===== src/rtl/player_plot_scheduler_pkg.sv =====
// Shared definitions for the player plot scheduler: FSM state encoding, default
// screen geometry and the {x,y} position packing used by game and vga glue.
package player_plot_scheduler_pkg;

  typedef enum logic {
    ST_SCAN  = 1'b0,
    ST_CLEAR = 1'b1
  } state_t;

  localparam int DEF_NUM_PLAYERS = 4;
  localparam int DEF_X_W         = 8;
  localparam int DEF_Y_W         = 7;
  localparam int DEF_COLOUR_W    = 3;
  localparam int DEF_SCREEN_W    = 160;
  localparam int DEF_SCREEN_H    = 120;

  // Position words are {x, y}, x in the upper bits.
  function automatic logic [DEF_X_W+DEF_Y_W-1:0] pack_xy(input logic [DEF_X_W-1:0] x,
                                                         input logic [DEF_Y_W-1:0] y);
    return {x, y};
  endfunction

endpackage


===== src/rtl/player_plot_scheduler_sweep_counter.sv =====
// Raster counter for the screen-clear sweep: walks x then y across the screen and
// flags the final pixel. Exposes the next coordinate so the caller can register it.
module plot_sweep_counter #(
  parameter int X_W      = 8,
  parameter int Y_W      = 7,
  parameter int SCREEN_W = 160,
  parameter int SCREEN_H = 120
) (
  input  logic           CLOCK_50,
  input  logic           resetn,
  input  logic           start,
  input  logic           en,
  output logic [X_W-1:0] nxt_sx,
  output logic [Y_W-1:0] nxt_sy,
  output logic           done
);

  localparam logic [X_W-1:0] SX_MAX = X_W'(SCREEN_W - 1);
  localparam logic [Y_W-1:0] SY_MAX = Y_W'(SCREEN_H - 1);

  logic [X_W-1:0] sx;
  logic [Y_W-1:0] sy;

  always_comb begin
    nxt_sx = (sx == SX_MAX) ? '0 : sx + 1'b1;
    nxt_sy = sy;
    if (sx == SX_MAX) nxt_sy = (sy == SY_MAX) ? '0 : sy + 1'b1;
  end

  assign done = (sx == SX_MAX) && (sy == SY_MAX);

  always_ff @(posedge CLOCK_50) begin
    if (!resetn || start) begin
      sx <= '0;
      sy <= '0;
    end else if (en) begin
      sx <= nxt_sx;
      sy <= nxt_sy;
    end
  end

endmodule


===== src/rtl/player_plot_scheduler.sv =====
// Round-robin plot scheduler: scans player position words, emits one plot per cycle
// for live players whose position moved, and can sweep the whole screen to BG_COLOUR.
module player_plot_scheduler
  import player_plot_scheduler_pkg::*;
#(
  parameter int NUM_PLAYERS = DEF_NUM_PLAYERS,
  parameter int X_W         = DEF_X_W,
  parameter int Y_W         = DEF_Y_W,
  parameter int COLOUR_W    = DEF_COLOUR_W,
  parameter int SCREEN_W    = DEF_SCREEN_W,
  parameter int SCREEN_H    = DEF_SCREEN_H,
  parameter int BG_COLOUR   = 0
) (
  input  logic                             CLOCK_50,
  input  logic                             resetn,
  input  logic [NUM_PLAYERS*(X_W+Y_W)-1:0] pos_flat,
  input  logic [NUM_PLAYERS*COLOUR_W-1:0]  colour_flat,
  input  logic [NUM_PLAYERS-1:0]           alive,
  input  logic                             clear_req,
  input  logic                             plot_ready,
  output logic [X_W-1:0]                   x,
  output logic [Y_W-1:0]                   y,
  output logic [COLOUR_W-1:0]              colour,
  output logic                             plot,
  output logic                             clearing
);

  localparam int PW    = X_W + Y_W;
  localparam int PTR_W = (NUM_PLAYERS > 1) ? $clog2(NUM_PLAYERS) : 1;
  localparam logic [PTR_W-1:0]    PTR_MAX = PTR_W'(NUM_PLAYERS - 1);
  localparam logic [COLOUR_W-1:0] BG      = COLOUR_W'(BG_COLOUR);

  logic [PW-1:0]       pos_w [NUM_PLAYERS];
  logic [COLOUR_W-1:0] col_w [NUM_PLAYERS];

  for (genvar i = 0; i < NUM_PLAYERS; i++) begin : g_unpack
    assign pos_w[i] = pos_flat[i*PW +: PW];
    assign col_w[i] = colour_flat[i*COLOUR_W +: COLOUR_W];
  end

  state_t                 state, state_nxt;
  logic [PTR_W-1:0]       ptr, ptr_nxt;
  logic [PW-1:0]          last_pos [NUM_PLAYERS];
  logic [NUM_PLAYERS-1:0] last_valid;

  logic [X_W-1:0]      x_nxt, sweep_nxt_x;
  logic [Y_W-1:0]      y_nxt, sweep_nxt_y;
  logic [COLOUR_W-1:0] colour_nxt;
  logic                plot_nxt;
  logic                stalled, hit, take_slot, drop_slot, clear_all;
  logic                sweep_start, sweep_en, sweep_done;

  // A pending plot the sink has not taken freezes every piece of state.
  assign stalled = plot & ~plot_ready;
  assign hit     = alive[ptr] & (~last_valid[ptr] | (pos_w[ptr] != last_pos[ptr]));

  plot_sweep_counter #(
    .X_W      (X_W),
    .Y_W      (Y_W),
    .SCREEN_W (SCREEN_W),
    .SCREEN_H (SCREEN_H)
  ) u_sweep (
    .CLOCK_50 (CLOCK_50),
    .resetn   (resetn),
    .start    (sweep_start),
    .en       (sweep_en),
    .nxt_sx   (sweep_nxt_x),
    .nxt_sy   (sweep_nxt_y),
    .done     (sweep_done)
  );

  // NOTE: sequential state uses non-blocking assignments so every register samples
  // pre-edge values regardless of process ordering.
  always_ff @(posedge CLOCK_50) begin
    if (!resetn) state <= ST_SCAN;
    else         state <= state_nxt;
  end

  always_comb begin
    state_nxt = state;
    if (!stalled) begin
      case (state)
        ST_SCAN:  if (clear_req)  state_nxt = ST_CLEAR;
        ST_CLEAR: if (sweep_done) state_nxt = ST_SCAN;
        default:                  state_nxt = ST_SCAN;
      endcase
    end
  end

  always_comb begin
    clearing = (state == ST_CLEAR);
  end

  // NOTE: every signal gets a default before the branches so no path leaves one
  // unassigned, which would otherwise infer a latch.
  always_comb begin
    x_nxt       = x;
    y_nxt       = y;
    colour_nxt  = colour;
    plot_nxt    = plot;
    ptr_nxt     = ptr;
    take_slot   = 1'b0;
    drop_slot   = 1'b0;
    clear_all   = 1'b0;
    sweep_start = 1'b0;
    sweep_en    = 1'b0;
    if (!stalled) begin
      if (state == ST_SCAN) begin
        if (clear_req) begin
          // Clear wins over a simultaneous hit; the slot is left unconsumed.
          x_nxt       = '0;
          y_nxt       = '0;
          colour_nxt  = BG;
          plot_nxt    = 1'b1;
          sweep_start = 1'b1;
        end else begin
          plot_nxt  = hit;
          take_slot = hit;
          drop_slot = ~alive[ptr];
          ptr_nxt   = (ptr == PTR_MAX) ? '0 : ptr + 1'b1;
          if (hit) begin
            x_nxt      = pos_w[ptr][PW-1 -: X_W];
            y_nxt      = pos_w[ptr][Y_W-1:0];
            colour_nxt = col_w[ptr];
          end
        end
      end else begin
        // plot is always high in CLEAR, so not stalled means this pixel was accepted.
        if (sweep_done) begin
          plot_nxt  = 1'b0;
          clear_all = 1'b1;
          ptr_nxt   = '0;
        end else begin
          sweep_en = 1'b1;
          x_nxt    = sweep_nxt_x;
          y_nxt    = sweep_nxt_y;
        end
      end
    end
  end

  always_ff @(posedge CLOCK_50) begin
    if (!resetn) begin
      x          <= '0;
      y          <= '0;
      colour     <= '0;
      plot       <= 1'b0;
      ptr        <= '0;
      last_valid <= '0;
    end else begin
      x      <= x_nxt;
      y      <= y_nxt;
      colour <= colour_nxt;
      plot   <= plot_nxt;
      ptr    <= ptr_nxt;
      if (clear_all)      last_valid          <= '0;
      else if (take_slot) last_valid[ptr]     <= 1'b1;
      else if (drop_slot) last_valid[ptr]     <= 1'b0;
    end
  end

  // NOTE: last_pos needs no reset; it is only read while its last_valid bit is set.
  always_ff @(posedge CLOCK_50) begin
    if (take_slot) last_pos[ptr] <= pos_w[ptr];
  end

endmodule


===== config.mk =====
export PLATFORM = sky130hd
export DESIGN_NAME = player_plot_scheduler
export DESIGN_NICKNAME = d
export VERILOG_FILES = /design/src/rtl/player_plot_scheduler_pkg.sv /design/src/rtl/player_plot_scheduler_sweep_counter.sv /design/src/rtl/player_plot_scheduler.sv
export SDC_FILE = /design/constraint.sdc
export NUM_CORES = 1
export LEC_CHECK = 0
export CAP_MARGIN = 20
export CORE_MARGIN = 2
export CORE_UTILIZATION = 40
export DETAILED_ROUTE_END_ITERATION = 8
export PLACE_DENSITY = 0.76
export SLEW_MARGIN = 20
export SYNTH_ARGS = -nofsm -noshare
export SYNTH_HDL_FRONTEND = slang
export SYNTH_HIERARCHICAL = 1
export SYNTH_SLANG_ARGS = --single-unit

===== constraint.sdc =====
create_clock -name CLOCK_50 -period 4.6 [get_ports CLOCK_50]
set_input_delay 0.92 -clock CLOCK_50 [delete_from_list [all_inputs] [get_ports CLOCK_50]]
set_output_delay 0.92 -clock CLOCK_50 [all_outputs]
set_load 0.03 [all_outputs]

* After elaboration in Yosys (flattened, before gate mapping)
Memory sizes are Yosys's and may differ from the RTL's. A register that Yosys moved wholly into a read port is not among the register bits.
Cells that the tools add are included.
** Cells by class
- Add/sub/neg operators :: 3
- Reductions and logical operators :: 12
- Equality and inequality tests :: 7
- Order comparisons :: 3
- Bitwise gates (word level) :: 13
- Muxes and demuxes :: 54
** Operator list (count)
- $mux W7 :: 6
- $mux W8 :: 5
- $bmux W15 S2 :: 1
- $mux W15 :: 2
- $mux W1 :: 23
- $ne A15 B15 Y1 :: 1
- $mux W2 :: 6
- $mux W3 :: 4
- $reduce_and A3 Y1 :: 3
- $add A8 B1 Y8 const B :: 1
- $eq A8 B8 Y1 const B :: 1
- $mux W4 :: 2
- $add A7 B1 Y7 const B :: 1
- $eq A7 B7 Y1 const B :: 1
- $bmux W3 S2 :: 1
- $not A1 Y1 :: 6
- $and A4 B4 Y4 :: 1
- $bmux W1 S2 :: 2
- $ne A2 B1 Y1 const B :: 2
- $not A4 Y4 :: 1
- $or A4 B4 Y4 :: 1
- $reduce_bool A2 Y1 :: 2
- $ge A3 B3 Y1 const B :: 1
- $lt A2 B3 Y1 const B :: 1
- 15 further kinds :: 17
** Word-level totals
- Bits in writable memories :: 60
- Memories kept :: 1
- Bits in registers :: 41
- Output and inout port bits :: 20
- Input port bits :: 80
** Memory list
- last_pos :: words 4, bits a word 15, rd ports 1, clocked after Yosys merged registers in 1, wr ports 1, line player_plot_scheduler.sv:43 : logic [PW-1:0] last_pos [NUM_PLAYERS];

* Longest topological paths before layout
Gate-level depths: netlist of the first run.
- Depth in word-level cells :: 12
- Mapped depth :: 12

* By module
The synthesis of the first run kept the hierarchy.
** Modules (own cells, without submodules)
- player_plot_scheduler :: times used 1, cells each 288, area each 4195.3 um^2
- plot_sweep_counter :: times used 1, cells each 127, area each 1029.7 um^2

* Worst setup path after synthesis of the first run
OpenSTA, ideal clock, no wires.
- Path kind :: input-to-reg
- Start point :: input port pos_flat[53]
- End point :: memory last_pos[0][0] (netlist name), enable pin
- Arrival :: 3.051 ns
- Data required time :: 4.188 ns
- Setup slack :: 1.137 ns
- Buffers on the path :: 0
- Library setup time :: 0.412 ns
- Stages :: 5
- Cells stage by stage :: mux4_2 xnor2_1 nand4_1 nor4_4 nor3b_1
** On the way
- Cells in the longest elaborated chain, start to end :: 11
** RTL lines
- from (decl) :: line player_plot_scheduler.sv:16 : input logic [NUM_PLAYERS*(X_W+Y_W)-1:0] pos_flat,
- $bmux W15 S2 :: line player_plot_scheduler.sv:55 : assign hit = alive[ptr] & (~last_valid[ptr] | (pos_w[ptr] != last_pos[ptr]));
- $mux W15 (not written as such) (2 in a row) :: line player_plot_scheduler.sv:55
- $ne A15 B15 Y1 :: line player_plot_scheduler.sv:55
- $or A1 B1 Y1 :: line player_plot_scheduler.sv:55
- $and A1 B1 Y1 :: line player_plot_scheduler.sv:55
- $mux W1 :: line player_plot_scheduler.sv:109 : if (clear_req) begin
- $mux W1 :: line player_plot_scheduler.sv:108 : if (state == ST_SCAN) begin
- $mux W1 :: line player_plot_scheduler.sv:107 : if (!stalled) begin
- $mux W1 :: line player_plot_scheduler.sv:164 : if (take_slot) last_pos[ptr] <= pos_w[ptr];
- $mux W1 (not written as such) :: line player_plot_scheduler.sv:164
- to (decl) :: line player_plot_scheduler.sv:43
Every way passes these cells. The select of a mux whose other input is x is not followed.

==> results of run 1 <==
worst max-delay path, cell delays in order (launching register included):
cell	delay (ns)
dfxtp_2	0.90
mux4_2	0.68
xnor2_1	0.24
nand4_1	0.23
nor4_4	0.43
buf_4	0.36
nor3b_2	0.09
buf_4	0.23
o21ba_2	0.24
registers in the layout, summed over array words and instances (netlist names), named ones only:
register / cells
clearing: 1
colour: 3
last_pos: 60
plot: 1
ptr: 2
u_sweep/sx: 8
u_sweep/sy: 7
x: 8
y: 7
metrics by stage:
stage          power [mW]  hold WS (ns)  utilization [%]  area, µm²
2_1_floorplan        1.32         0.475                -       5230
3_3_place_gp         1.47         0.470             50.4       6390
3_5_place_dp         1.48         0.468             50.4       6390
4_1_cts              2.25         0.490             52.9       6700
5_1_grt              2.31         0.502             52.9       6700
6_report             2.23         0.482             52.9       6700
power by group through the flow:
stage          Combinational, mW  Clock (mW)  Sequential, mW
2_1_floorplan              0.238           0            1.08
3_3_place_gp               0.394           0            1.08
3_5_place_dp               0.403           0            1.08
4_1_cts                    0.405       0.785            1.06
5_1_grt                    0.430       0.819            1.06
6_report                   0.401       0.775            1.06
worst paths after layout:
path / slack (ns) / end / cells after the start / startpoint
setup / recovery: 1.08 / register / 8 / ptr[0]
hold / removal: 0.48 / x[3] / 1 / x[3]
setup reg to reg: 1.08 / register / 8 / ptr[0]
hold reg to reg: 0.48 / x[3] / 1 / x[3]
final cells by class:
class,instances,share of cell area [%]
clock inverters,6,1.14
repair buffers,109,15.9
flip-flops and latches,103,39.8
well taps,172,3.21
multi-input cells,279,36.2
inverters,6,0.336
clock buffers,10,3.42
per-layer routing:
layer / global-route usage [%] / wire length [µm] / up-vias
met4: 3.61 / 136 / 0
met5: 0 / 0 / -
met3: 3.43 / 778 / 12
li1: - / - / 1777
met1: 23.6 / 5230 / 1908
met2: 34.0 / 6790 / 138
logic make-up after synthesis:
logic type / Yosys count / share of synthesized area [%]
buf+inv: 33 / 3.14
simple gates: 136 / 14.4
fa+ha+maj: 6 / 1.44
compound gates: 72 / 9.77
flops: 103 / 51.0
mux: 39 / 15.9
xor+xnor: 26 / 4.36
cells in the final DEF, fill, tap and decap left out, types with 13 or more instances in the layout:
| cell type | synthesis | layout |
|---|---|---|
| clkdlybuf4s50_1 | 0 | 99 |
| nand3_1 | 31 | 31 |
| a22o_1 | 15 | 15 |
| nor2_1 | 19 | 19 |
| edfxtp_1 | 60 | 60 |
| nand2_1 | 33 | 33 |
| mux4_2 | 35 | 35 |
| dfxtp_1 | 43 | 42 |
| o21ai_0 | 19 | 19 |
| xnor2_1 | 20 | 20 |
| a21oi_1 | 13 | 13 |
==> flow_summary.ini, run 1 <==
[critical_path]
startpoint_type = register
cp-end-kind = register
worst-endpoint-arrival_ns = 3.75
cp_max_fo = 26
path_class = reg2reg
critPathRequiredTime_ns = 4.83

[cells_and_area]
multi_input_area_um2 = 2420
fill_cells = 1060
final_cells = 685
num_antenna_cells = 0
drive_gt1_share_pct = 16.0
area_delta_synth_final_pct = 28.2
regArea_um2 = 2660
nNetsFinal = 594

[clock_tree]
cts_sinks = 103
htree_levels = 3
post_cts_buffers = 0
clkTransAtPathRegs_ns = 0.07
cts_buffer_depth = 2
cts.root.buffer_cell = clkbuf_16
clock_latency_ns = 0.34
cts-resized-gates = 0
cts_tree = yes
postCtsHoldBufs = 0
numCtsBuffers = 9

[synthesis]
synth_cell_types = 54
yosysTopAreaCell = edfxtp_1
synth_commonest_cells = edfxtp_1 (60), dfxtp_1 (43), mux4_2 (35)
yosysWarnings = 6
syn_area_um2 = 5230
synth_most_common_cell = edfxtp_1
async_reset_ff_share_pct = 0
synth_fp_nets = 501
ys_top_cells_by_area = edfxtp_1 (34%), dfxtp_1 (16%), mux4_2 (15%), xnor2_1 (3.4%), nand3_1 (3.0%)
avgSynthCellArea_um2 = 12.6
synth_top_area_share_pct = 34.5
synth_edf_count = 60
ys_seq_elements = 103
syn_inst = 415
ys_seq_area_share_pct = 51.0
synth_ff_type = edfxtp_1

[die]
core_um2 = 12700
fp-row-count = 41
die_h_um = 118
die_area_um2 = 14000
ioPinCount = 100
fp.dieW_um = 118
initial_core_util_pct = 41.2

[route]
routed_wl_um = 12900
ant_nets = 0
vias = 3835
drc = 0
wl_per_cell_um = 18.9
vias_per_cell = 5.60
drt-initial-drc-count = 276
dr.pass1.iters = 5

[sta]
skew_ns = 0.00918
tns_ns = 0
fmax_mhz = 284
fin_ws_ns = 1.08
worstMarginPinSlew_ns = 0.886
rsz0062_at_grt = false
period_needed_ns = 3.52
hold_viol_final = 0
fin_crit_sh_pct = 76.6
maxSlewViolCount = 0
setup_violations = 0
slew_headroom_pct = 40.8

[power_and_ir_drop]
seq_power_share_pct = 47.3
switchingPower_uw = 571
p_sw_share_pct = 25.6
internal_power_mw = 1.66
power.share.clock_pct = 34.7
pwr-share-comb_pct = 18.0
p_leak_nw = 2.19
peakVddDrop_mv = 0.183
cellPowerDensity_nw_per_um2 = 333

[status]
outcome = complete, no violations

[placement]
detailed_place_hpwl_um = 9400
io_buffers = 99
post-place-cells = 669
gp_congestion = 0.880
post-place-ws_ns = 0.781

[global_route]
grt_pass1_vias = 3868
grt_pass1_wl_um = 20700
grt_max_degree = 31
antenna_found_initial = 0
gr-total-overflow = 0
grt_usage_pct = 18.8

[flow_run]
cap_violations = 0

[min_path]
hp-class = reg2reg
No activity file was read; power rests on OpenSTA's default activity.
==> run 2: changes to the inputs <==
==> constraint.sdc (replaced) <==
create_clock -name CLOCK_50 -period 3.3 [get_ports CLOCK_50]
set_input_delay 0.66 -clock CLOCK_50 [delete_from_list [all_inputs] [get_ports CLOCK_50]]
set_output_delay 0.66 -clock CLOCK_50 [all_outputs]
set_load 0.03 [all_outputs]
==> flow_summary.ini, run 2 (same netlist as run 1, synthesis figures left out) <==
[cells_and_area]
area_delta_synth_final_pct = 33.0
nNetsFinal = 619
stdcell_area_um2 = 6950
top_regs = last_pos x60, u_sweep/sx x8, x x8
largest_reg_flops = 60
final_cells = 710
drive_gt1_share_pct = 19.9
largest_register = last_pos
num_antenna_cells = 0
mostFrequentLayoutCells = clkdlybuf4s50_1 (99), edfxtp_1 (60), dfxtp_1 (42)
layout_commonest_cell = clkdlybuf4s50_1

[critical_path]
cp-end-kind = register
crit_start = pos_flat[57]
worst_path_dominant_cell_family = buffers and inverters
path_class = in2reg
critPathRequiredTime_ns = 3.58
critPathSlowestCell = mux4_2
critPathBufInv = 2
worst-endpoint-arrival_ns = 3.42
slowest_delay_ns = 0.55
startpoint_type = primary input
r2r-start = ptr[0]
cp_max_fo = 23
path_cells = clkdlybuf4s50_1, mux4_2, xnor2_1, nand4_1, nor4_4, buf_4, o211a_4, a22o_1

[clock_tree]
clock_latency_ns = 0.34
post_cts_buffers = 0
postCtsHoldBufs = 0
cts-resized-gates = 0
cts_sinks = 103
clkTransAtPathRegs_ns = 0.07
htree_levels = 3
cts_buffer_depth = 2
cts.root.buffer_cell = clkbuf_16
cts_tree = yes
numCtsBuffers = 9

[sta]
hold_viol_final = 0
period_needed_ns = 3.14
tns_ns = 0
rsz0062_at_grt = false
fmax_mhz = 319
worstMarginPinSlew_ns = 0.939
setup_violations = 0
skew_ns = 0.00820
fin_crit_sh_pct = 95.1
maxSlewViolCount = 0
slew_headroom_pct = 37.3

[min_path]
hp-class = reg2reg
hp-start = x[7]

[global_route]
grt_usage_pct = 19.4
grt_pass1_wl_um = 21400
antenna_found_initial = 0
gr-total-overflow = 0
grt_pass1_vias = 3999
grt_max_degree = 29

[die]
die_h_um = 118
initial_core_util_pct = 41.2
die_area_um2 = 14000
ioPinCount = 100
fp.dieW_um = 118
core_um2 = 12700
fp-row-count = 41

[placement]
io_buffers = 99
detailed_place_hpwl_um = 9930
placed_area_um2 = 6640
gp_congestion = 0.866
post-place-cells = 694

[route]
routed_wl_um = 13300
vias_per_cell = 5.49
vias = 3899
drc = 0
drt-initial-drc-count = 393
wl_per_cell_um = 18.8
ant_nets = 0
dr.pass1.iters = 5

[power_and_ir_drop]
peakVddDrop_mv = 0.257
power_mw = 3.22
cellPowerDensity_nw_per_um2 = 463
p_leak_nw = 2.32

[flow_run]
cap_violations = 0

[status]
outcome = complete, no violations
==> run 2: worst reg2reg max path, stage by stage, from the launching register on <==
cell and delay (ns):
dfxtp_2 0.35, buf_4 0.19, mux4_2 0.55, xnor2_1 0.24
nand4_1 0.21, nor4_4 0.53, buf_4 0.35, o211a_4 0.33
a22o_1 0.18
==> run 2: power breakdown <==
group          leakage (nW)  switching [mW]  internal (mW)
sequential            0.892          0.0226           1.43
combinational          1.28           0.314          0.345
clock                 0.152           0.464          0.645
total                  2.32           0.801           2.42
==> run 2: path summary, 6_finish.rpt <==
path / to / slack (ns) / depth (start not counted)
worst min-delay path: x[7] / 0.48 / 1
worst max-delay path: y[6] / 0.16 / 8
worst max register to register: y[6] / 0.29 / 8
worst min register to register: x[7] / 0.48 / 1
==> run 2: per-layer routing <==
layer | routed length (µm) | up-vias | global-route usage, % | part of all wire, %
li1 | - | 1832 | - | -
met1 | 5430 | 1932 | 24.2 | 41
met2 | 7110 | 116 | 35.1 | 53
met3 | 609 | 19 | 2.94 | 4.6
met4 | 180 | 0 | 5.05 | 1.4
met5 | 0 | - | 0 | 0
==> run 2: final cells by class <==
type                       instances  area [µm²]
tap                              172         215
fill                            1023        5720
multi-input combinational        279        2430
clock inverter                     4        50.0
clock buffer                      12         262
sequential                       103        2660
inverter                           6        22.5
timing repair buffer             134        1300
==> run 2: through the flow <==
stage / hold slack, ns / util [%] / worst slack (ns)
2_1_floorplan: 0.475 / - / -0.0739
3_3_place_gp: 0.462 / 52.3 / -0.223
3_5_place_dp: 0.465 / 52.4 / -0.152
4_1_cts: 0.485 / 54.8 / 0.177
5_1_grt: 0.505 / 54.8 / 0.0361
6_report: 0.482 / 54.8 / 0.161
